File: src/rtl/iob_aoi_sweep.sv
// Sweep/capture stage for the iob_aoi gate: walks all 16 input vectors, holds each
// for SETTLE_CYCLES, and compares y against ~((a&b)|(c&d)).
module iob_aoi_sweep #(
    parameter int unsigned SETTLE_CYCLES = 2
) (
    input  logic       clk_i,
    input  logic       arst_i,
    input  logic       cke_i,
    input  logic       start_i,
    input  logic       abort_i,
    input  logic       y_i,
    output logic       a_o,
    output logic       b_o,
    output logic       c_o,
    output logic       d_o,
    output logic       busy_o,
    output logic       done_o,
    output logic       pass_o,
    output logic [4:0] err_cnt_o,
    output logic       first_err_vld_o,
    output logic [3:0] first_err_vec_o
);

    typedef enum logic [1:0] {
        IDLE,
        RUN,
        DONE
    } state_t;

    localparam logic [7:0] RELOAD = 8'(SETTLE_CYCLES - 1);

    state_t     state;
    logic [3:0] vec;
    logic [7:0] cnt;
    logic       busy;
    logic       done;
    logic [4:0] err_cnt;
    logic       first_vld;
    logic [3:0] first_vec;

    logic expected;
    logic mismatch;
    logic accept;

    assign expected = ~((vec[0] & vec[1]) | (vec[2] & vec[3]));
    assign mismatch = (y_i != expected);
    assign accept   = start_i & ~abort_i;

    always_ff @(posedge clk_i or posedge arst_i) begin
        if (arst_i) begin
            state     <= IDLE;
            vec       <= '0;
            cnt       <= '0;
            busy      <= 1'b0;
            done      <= 1'b0;
            err_cnt   <= '0;
            first_vld <= 1'b0;
            first_vec <= '0;
        end else if (cke_i) begin
            case (state)
                IDLE, DONE: begin
                    if (accept) begin
                        state     <= RUN;
                        vec       <= '0;
                        cnt       <= RELOAD;
                        busy      <= 1'b1;
                        done      <= 1'b0;
                        err_cnt   <= '0;
                        first_vld <= 1'b0;
                        first_vec <= '0;
                    end
                end
                RUN: begin
                    // Abort freezes vec and the error registers for inspection.
                    if (abort_i) begin
                        state <= IDLE;
                        busy  <= 1'b0;
                    end else if (cnt != 8'd0) begin
                        cnt <= cnt - 8'd1;
                    end else begin
                        if (mismatch) begin
                            err_cnt <= err_cnt + 5'd1;
                            if (!first_vld) begin
                                first_vld <= 1'b1;
                                first_vec <= vec;
                            end
                        end
                        if (vec == 4'hF) begin
                            state <= DONE;
                            busy  <= 1'b0;
                            done  <= 1'b1;
                        end else begin
                            vec <= vec + 4'd1;
                            cnt <= RELOAD;
                        end
                    end
                end
                default: state <= IDLE;
            endcase
        end
    end

    assign a_o             = vec[0];
    assign b_o             = vec[1];
    assign c_o             = vec[2];
    assign d_o             = vec[3];
    assign busy_o          = busy;
    assign done_o          = done;
    assign pass_o          = done & (err_cnt == 5'd0);
    assign err_cnt_o       = err_cnt;
    assign first_err_vld_o = first_vld;
    assign first_err_vec_o = first_vec;

endmodule

File: config.mk
export PLATFORM = sky130hd
export DESIGN_NAME = iob_aoi_sweep
export DESIGN_NICKNAME = d
export VERILOG_FILES = /design/src/rtl/iob_aoi_sweep.sv
export SDC_FILE = /design/constraint.sdc
export NUM_CORES = 1
export LEC_CHECK = 0
export ABC_AREA = 0
export CELL_PAD_IN_SITES_DETAIL_PLACEMENT = 1
export CELL_PAD_IN_SITES_GLOBAL_PLACEMENT = 2
export CORE_UTILIZATION = 34
export DETAILED_ROUTE_END_ITERATION = 8
export DONT_BUFFER_PORTS = 1
export GPL_ROUTABILITY_DRIVEN = 0
export GPL_TIMING_DRIVEN = 1
export PLACE_DENSITY_LB_ADDON = 0.1
export SETUP_SLACK_MARGIN = 0.5
export SYNTH_ARGS = -nofsm -noshare
export SYNTH_HDL_FRONTEND = slang
export SYNTH_SLANG_ARGS = --single-unit
File: constraint.sdc
create_clock -name clk_i -period 1.8 [get_ports clk_i]
set_input_delay 0.18 -clock clk_i [delete_from_list [all_inputs] [get_ports clk_i]]
set_output_delay 0.18 -clock clk_i [all_outputs]
set_load 0.1 [all_outputs]
==> results of run 1 <==
-- per-layer routing --
layer  wire length [um]  up-vias  share of wire [%]  track usage [%]
li1                   -      680                  -                -
met1               2040      753                 40             28.1
met2               2860       32                 56             48.3
met3                114       10                2.2             2.93
met4                100        0                2.0             9.84
met5                  0        -                  0                0
-- logic make-up after synthesis --
group / count (synthesis)
compound gates: 44
flops: 26
xor+xnor: 3
simple gates: 55
buf+inv: 14
fa+ha+maj: 5
mux: 1
-- worst paths after layout --
kind | to | slack (ps)
min in group asynchronous | first_err_vec_o[1]$_DFFE_PP0P_ | 340
worst max register to register | cnt[3]$_DFFE_PP0P_ | -260
worst max-delay path | cnt[3]$_DFFE_PP0P_ | -260
worst min register to register | first_err_vec_o[1]$_DFFE_PP0P_ | 540
worst min-delay path | state[1]$_DFFE_PP0P_ | 120
max in group asynchronous | err_cnt_o[1]$_DFFE_PP0P_ | 1240
-- critical path, delay by kind of cell (launching register included) --
family | cells | cell delay (ps)
compound gates | 2 | 680
simple gates | 2 | 620
flops | 1 | 440
xor+xnor | 1 | 200
-- placed cells by master (no fill, tap or decap), drive strengths merged, types with 2 or more instances in the layout --
cell type / count
nor2b: 3
xor2: 2
or4: 4
a22o: 5
o21ai: 13
dfrtp: 26
o31ai: 6
nor4: 2
a21oi: 7
dlygate4sd3: 2
clkbuf: 4
buf: 65
ha: 5
nand2: 11
nand3: 11
nor3: 4
nor2: 11
or3: 3
a21o: 2
o211ai: 2
inv: 11
a31oi: 2
-- final cells by class --
| cell class | instances | area share [%] |
|---|---|---|
| well taps | 48 | 2.57 |
| clock buffers | 4 | 2.35 |
| inverters | 11 | 1.98 |
| repair buffers | 67 | 23.7 |
| multi-input cells | 108 | 40.6 |
| flip-flops and latches | 26 | 28.8 |
-- sequential cells by signal, summed over array words and instances (netlist names) --
register         flops
vec                  4
first_err_vec_o      4
busy_o               1
done_o               1
err_cnt_o            5
cnt                  8
first_err_vld_o      1
state                2
-- through the flow --
stage / area, um2 / std cells
2_1_floorplan: 1570 / 148
3_3_place_gp: 2000 / 243
3_5_place_dp: 2000 / 243
4_1_cts: 2250 / 260
5_1_grt: 2340 / 264
6_report: 2340 / 264
-- timing repair --
item / CTS / global route
setup buffers: 11 / 4
hold endpoints to repair: 27 / 0
hold buffers: 2 / 0
pin swaps: 12 / 12
resized for setup: 20 / 13
setup endpoints to repair: 27 / 28
==> out/metrics.csv, run 1 <==
stage;metric;value;unit
run_status;status;finished, violations left;
run_status;failing checks;setup timing;
yosys;Synth Area in Adders;4.49;%
yosys;synth unique cells;39;
sta;relative slew slack;72.2;%
routing;final antenna-violating net count;0;
critical_path;Crit Path Class;flop to flop;
clocking;Num CTS Buffers;3;
yosys;Synth Register Bits;26;
yosys;top-area cell type share of the netlist area;46.7;%
final_layout;multi-input logic area;948;um2
final_layout;final net count;228;
clocking;clock-pin slew on the worst setup and hold paths;100;ps
clocking;Max Buffers Root-to-Sink;2;
placed_design;DP HPWL;3.34;mm
critical_path;sequence of cells on the critical path;or4_4 -> o31a_1 -> o211ai_1 -> xor2_1 -> nor2_1;
floorplan;Die Wd;66.0;um
routing;drt wl/cell;19.3;um
yosys;XOR/XNOR Fraction of Synth Area;1.89;%
clocking;H-tree level count;1;
yosys;Synth Area in Simple Gates;20.7;%
yosys;post-synthesis compound-gate area fraction;21.6;%
critical_path;Worst Setup Start Kind;flop;
yosys;largest family of logic cells by synthesized area;compound AO/OA/AOI/OAI gates;
yosys;FFs w/ async S/R, synth;100;%
global_routing;gr usage total;25.3;%
placed_design;post-place setup slack;-188;ps
sta;clock skew;8.56;ps
yosys;Post-Synthesis Cell Area;0.00139;mm2
final_layout;P&R area growth vs syn;67.8;%
clocking;clock sinks;26;
clocking;CTS tree;done;
yosys;most frequent cell after synthesis;dfrtp_1;
sta;worst hold slack;121;ps
global_routing;initial antenna violation count;0;
floorplan;die area;0.00436;mm2
global_routing;largest net degree at the start of global routing;15;
clocking;CTS root buffer;clkbuf_8;
sta;Slew Viols, Final;0;
global_routing;GR Overflow Total;0;
floorplan;initial core utilization;36.7;%
final_layout;filler instances;419;
sta;RSZ-0062 raised after global routing;true;
yosys;Post-Synthesis Cells;148;
sta;fmax;0.486;GHz
min_path;Hold Crit Class;input port to flop;
routing;drt initial violations;58;
sta;Slew @ Worst Pin;414;ps
final_layout;Antenna Diode Count;0;
floorplan;num rows;22;
critical_path;CP Max Fanout;4;
yosys;largest area contributor in the netlist;dfrtp_1;
sta;minimum clock period;2060;ps
job;# Max-Cap Violations;0;
final_layout;fraction of layout cells with a size suffix above 1;53.2;%
yosys;syn avg cell area;9.42;um2
min_path;min-delay src;cke_i;
sta;Final Setup Violations;18;
global_routing;first-pass GRT wire length;8.27;mm
routing;DRT Wirelength;5.11;mm
critical_path;Worst Path Required;1970;ps
placed_design;Port Buffers;0;
critical_path;Critical Path Max Stage Delay;560;ps
routing;first-pass detailed-route iteration total;4;
min_path;hold depth;2;
routing;Remaining DRCs;0;
floorplan;core area;0.00380;mm2
sta;Final Cycle Share;114;%
routing;vias per cell;5.59;
yosys;Ys Warns;0;
critical_path;CP max stage cell;or4_4;
yosys;syn nets;159;
sta;smallest setup slack after layout;-256;ps
final_layout;post-layout util;61.6;%
sta;setup_tns;-2470;ps
critical_path;R2R depth;5;
yosys;proportion of synthesized area in mux cells;0.718;%
floorplan;Chip Height;66.0;um
critical_path;Critical R2R Launch;cnt[3]$_DFFE_PP0P_;
yosys;number of flops mapped to enable cells by yosys;0;
critical_path;Arrival @ worst endpoint;2230;ps
routing;via count;1475;
critical_path;CP endpoint kind;flop;
critical_path;Worst Setup SP;cnt[3]$_DFFE_PP0P_;
yosys;post-synthesis sequential area ratio;46.7;%
clocking;Worst-Skew Late Latency;280;ps
global_routing;vias in the first global route;1707;
yosys;list of most frequent post-synthesis cells;dfrtp_1 (26), inv_1 (11), nand2_1 (11), nand3_1 (11), nor2_1 (11);
sta;final hold violation count;0;
yosys;Main synth FF type;dfrtp_1;
final_layout;FF+latch area;674;um2
floorplan;Ports;23;
yosys;Synth area leaders;dfrtp_1 (47%), ha_1 (4.5%), nand3_1 (3.9%);
Power of run 1 is not shown: default switching activity piles up to over one toggle a cycle in this logic, so the estimate is an artifact.
==> run 2: changes to the inputs <==
- PLACE_DENSITY_LB_ADDON: 0.1 -> 0.25
==> out/metrics.csv, run 2 (synthesized netlist as in run 1, its figures left out) <==
stage;metric;value;unit
sta;RSZ-0062 raised after global routing;true;
clocking;CTS root buffer;clkbuf_8;
routing;via count;1425;
clocking;Worst-Skew Late Latency;280;ps
final_layout;max reg flops;8;
final_layout;fraction of layout cells with a size suffix above 1;55.4;%
placed_design;DP HPWL;3.22;mm
routing;Max Used Layer;met4;
clocking;H-tree level count;1;
critical_path;Worst Setup Start Kind;flop;
critical_path;Worst R2R End;cnt[7]$_DFFE_PP0P_;
min_path;min-delay src;cke_i;
final_layout;final net count;216;
clocking;clock sinks;26;
global_routing;first-pass GRT wire length;7.58;mm
routing;drt wl/cell;19.2;um
global_routing;largest net degree at the start of global routing;20;
sta;fmax;0.509;GHz
critical_path;Arrival @ worst endpoint;2180;ps
critical_path;family with the most delay on the worst path;simple AND/OR/NAND/NOR gates;
routing;vias per cell;5.65;
floorplan;Ports;23;
routing;Remaining DRCs;0;
placed_design;Port Buffers;0;
critical_path;crit path to;cnt[7]$_DFFE_PP0P_;
floorplan;num rows;22;
critical_path;Crit Path Class;flop to flop;
routing;DRT Wirelength;4.83;mm
sta;Final Setup Violations;17;
final_layout;P&R area growth vs syn;68.2;%
routing;first-pass detailed-route iteration total;4;
global_routing;initial antenna violation count;0;
critical_path;Levels on crit path;5;
clocking;Max Buffers Root-to-Sink;2;
critical_path;R2R depth;5;
global_routing;gr usage total;23.6;%
sta;Slew Viols, Final;0;
routing;routed length on met1;1.91;mm
critical_path;CP endpoint kind;flop;
sta;Final Cycle Share;109;%
clocking;Num CTS Buffers;3;
min_path;Hold Crit Class;input port to flop;
routing;drt initial violations;46;
critical_path;Worst R2R Setup Slack;-160;ps
sta;relative slew slack;50.2;%
global_routing;vias in the first global route;1547;
run_status;status;finished, violations left;
critical_path;Worst Path Required;2010;ps
floorplan;Die Wd;66.0;um
sta;clock skew;10.3;ps
critical_path;Critical R2R Launch;cnt[2]$_DFFE_PP0P_;
floorplan;initial core utilization;36.7;%
global_routing;GR Overflow Total;0;
critical_path;CP Max Fanout;5;
critical_path;CP max stage cell;dfrtp_1;
floorplan;Chip Height;66.0;um
final_layout;Antenna Diode Count;0;
sta;minimum clock period;1960;ps
final_layout;FF+latch area;674;um2
floorplan;core area;0.00380;mm2
sta;smallest setup slack after layout;-164;ps
clocking;clock-pin slew on the worst setup and hold paths;100;ps
routing;final antenna-violating net count;0;
job;# Max-Cap Violations;0;
run_status;failing checks;setup timing;
critical_path;Worst Setup SP;cnt[2]$_DFFE_PP0P_;
final_layout;filler instances;406;
sta;final hold violation count;0;
clocking;CTS tree;done;
critical_path;CP bufs+invs;0;
final_layout;Largest Register;cnt;
placed_design;dpl cell area;0.00192;mm2
final_layout;commonest non-fill, non-tap cells in the layout;buf_4 (39), dfrtp_1 (17), nor2_1 (10), buf_6 (10);
routing;WL met3;113;um
critical_path;Critical Path Max Stage Delay;430;ps
final_layout;post-layout util;61.7;%
sta;Slew @ Worst Pin;747;ps
final_layout;Final Cell Area;0.00234;mm2
final_layout;multi-input logic area;0.00101;mm2
placed_design;post-place setup slack;-193;ps
final_layout;commonest non-fill, non-tap cell in the layout;buf_4;
critical_path;sequence of cells on the critical path;or3_4 -> or3_1 -> or2_1 -> or4_1 -> a21oi_1;
routing;WL met2;2.75;mm
floorplan;die area;0.00436;mm2
[run 2: cell count changes in the layout (fill, tap and decap cells not counted), sizes merged]
cell	before	now
buf	65	53
[run 2: stage by stage]
stage | TNS [ps] | hold WS, ps | instances
after global routing | -2700 | 139 | 252
after CTS | -1220 | 134 | 252
after detailed placement | -2430 | 247 | 233
final | -1570 | 149 | 252
after floorplan | -1210 | 220 | 148
after global placement | -1140 | 229 | 233
[run 2: area by class of cell]
cell class                 instances  area share (%)
clock buffer                       4            2.35
inverter                          11            1.97
multi-input combinational        108            43.0
sequential                        26            28.8
tap                               48            2.56
timing repair buffer              55            21.3
[run 2: routing by layer]
| layer | GRT usage [%] | vias to the layer above |
|---|---|---|
| li1 | - | 661 |
| met4 | 4.52 | 0 |
| met5 | 0 | - |
| met1 | 25.5 | 731 |
| met3 | 3.10 | 8 |
| met2 | 47.7 | 25 |
[run 2: worst register-to-register path, stage by stage (launching register included)]
cell,delay [ps]
dfrtp_1,430
or3_4,390
or3_1,330
or2_1,230
or4_1,400
a21oi_1,140
[run 2: how the worst min path moves through the flow]
stage | to | slack (ps) | cells after the start
2_1_floorplan | busy_o$_DFFE_PP0P_ | 220 | 1
3_3_place_gp | vec[1]$_DFFE_PP0P_ | 230 | 1
3_5_place_dp | first_err_vec_o[1]$_DFFE_PP0P_ | 250 | 1
4_1_cts | state[1]$_DFFE_PP0P_ | 130 | 2
5_1_grt | state[1]$_DFFE_PP0P_ | 140 | 2
6_report | state[0]$_DFFE_PP0P_ | 150 | 3
[run 2: what timing repair did]
action	4_1_cts	5_1_grt
endpoints found under the setup margin	27	29
pin swaps	29	8
hold buffers	2	0
setup buffers	13	0
endpoints found under the hold margin	19	0
resized for setup	33	24
Power of run 2 is left out for the same reason.
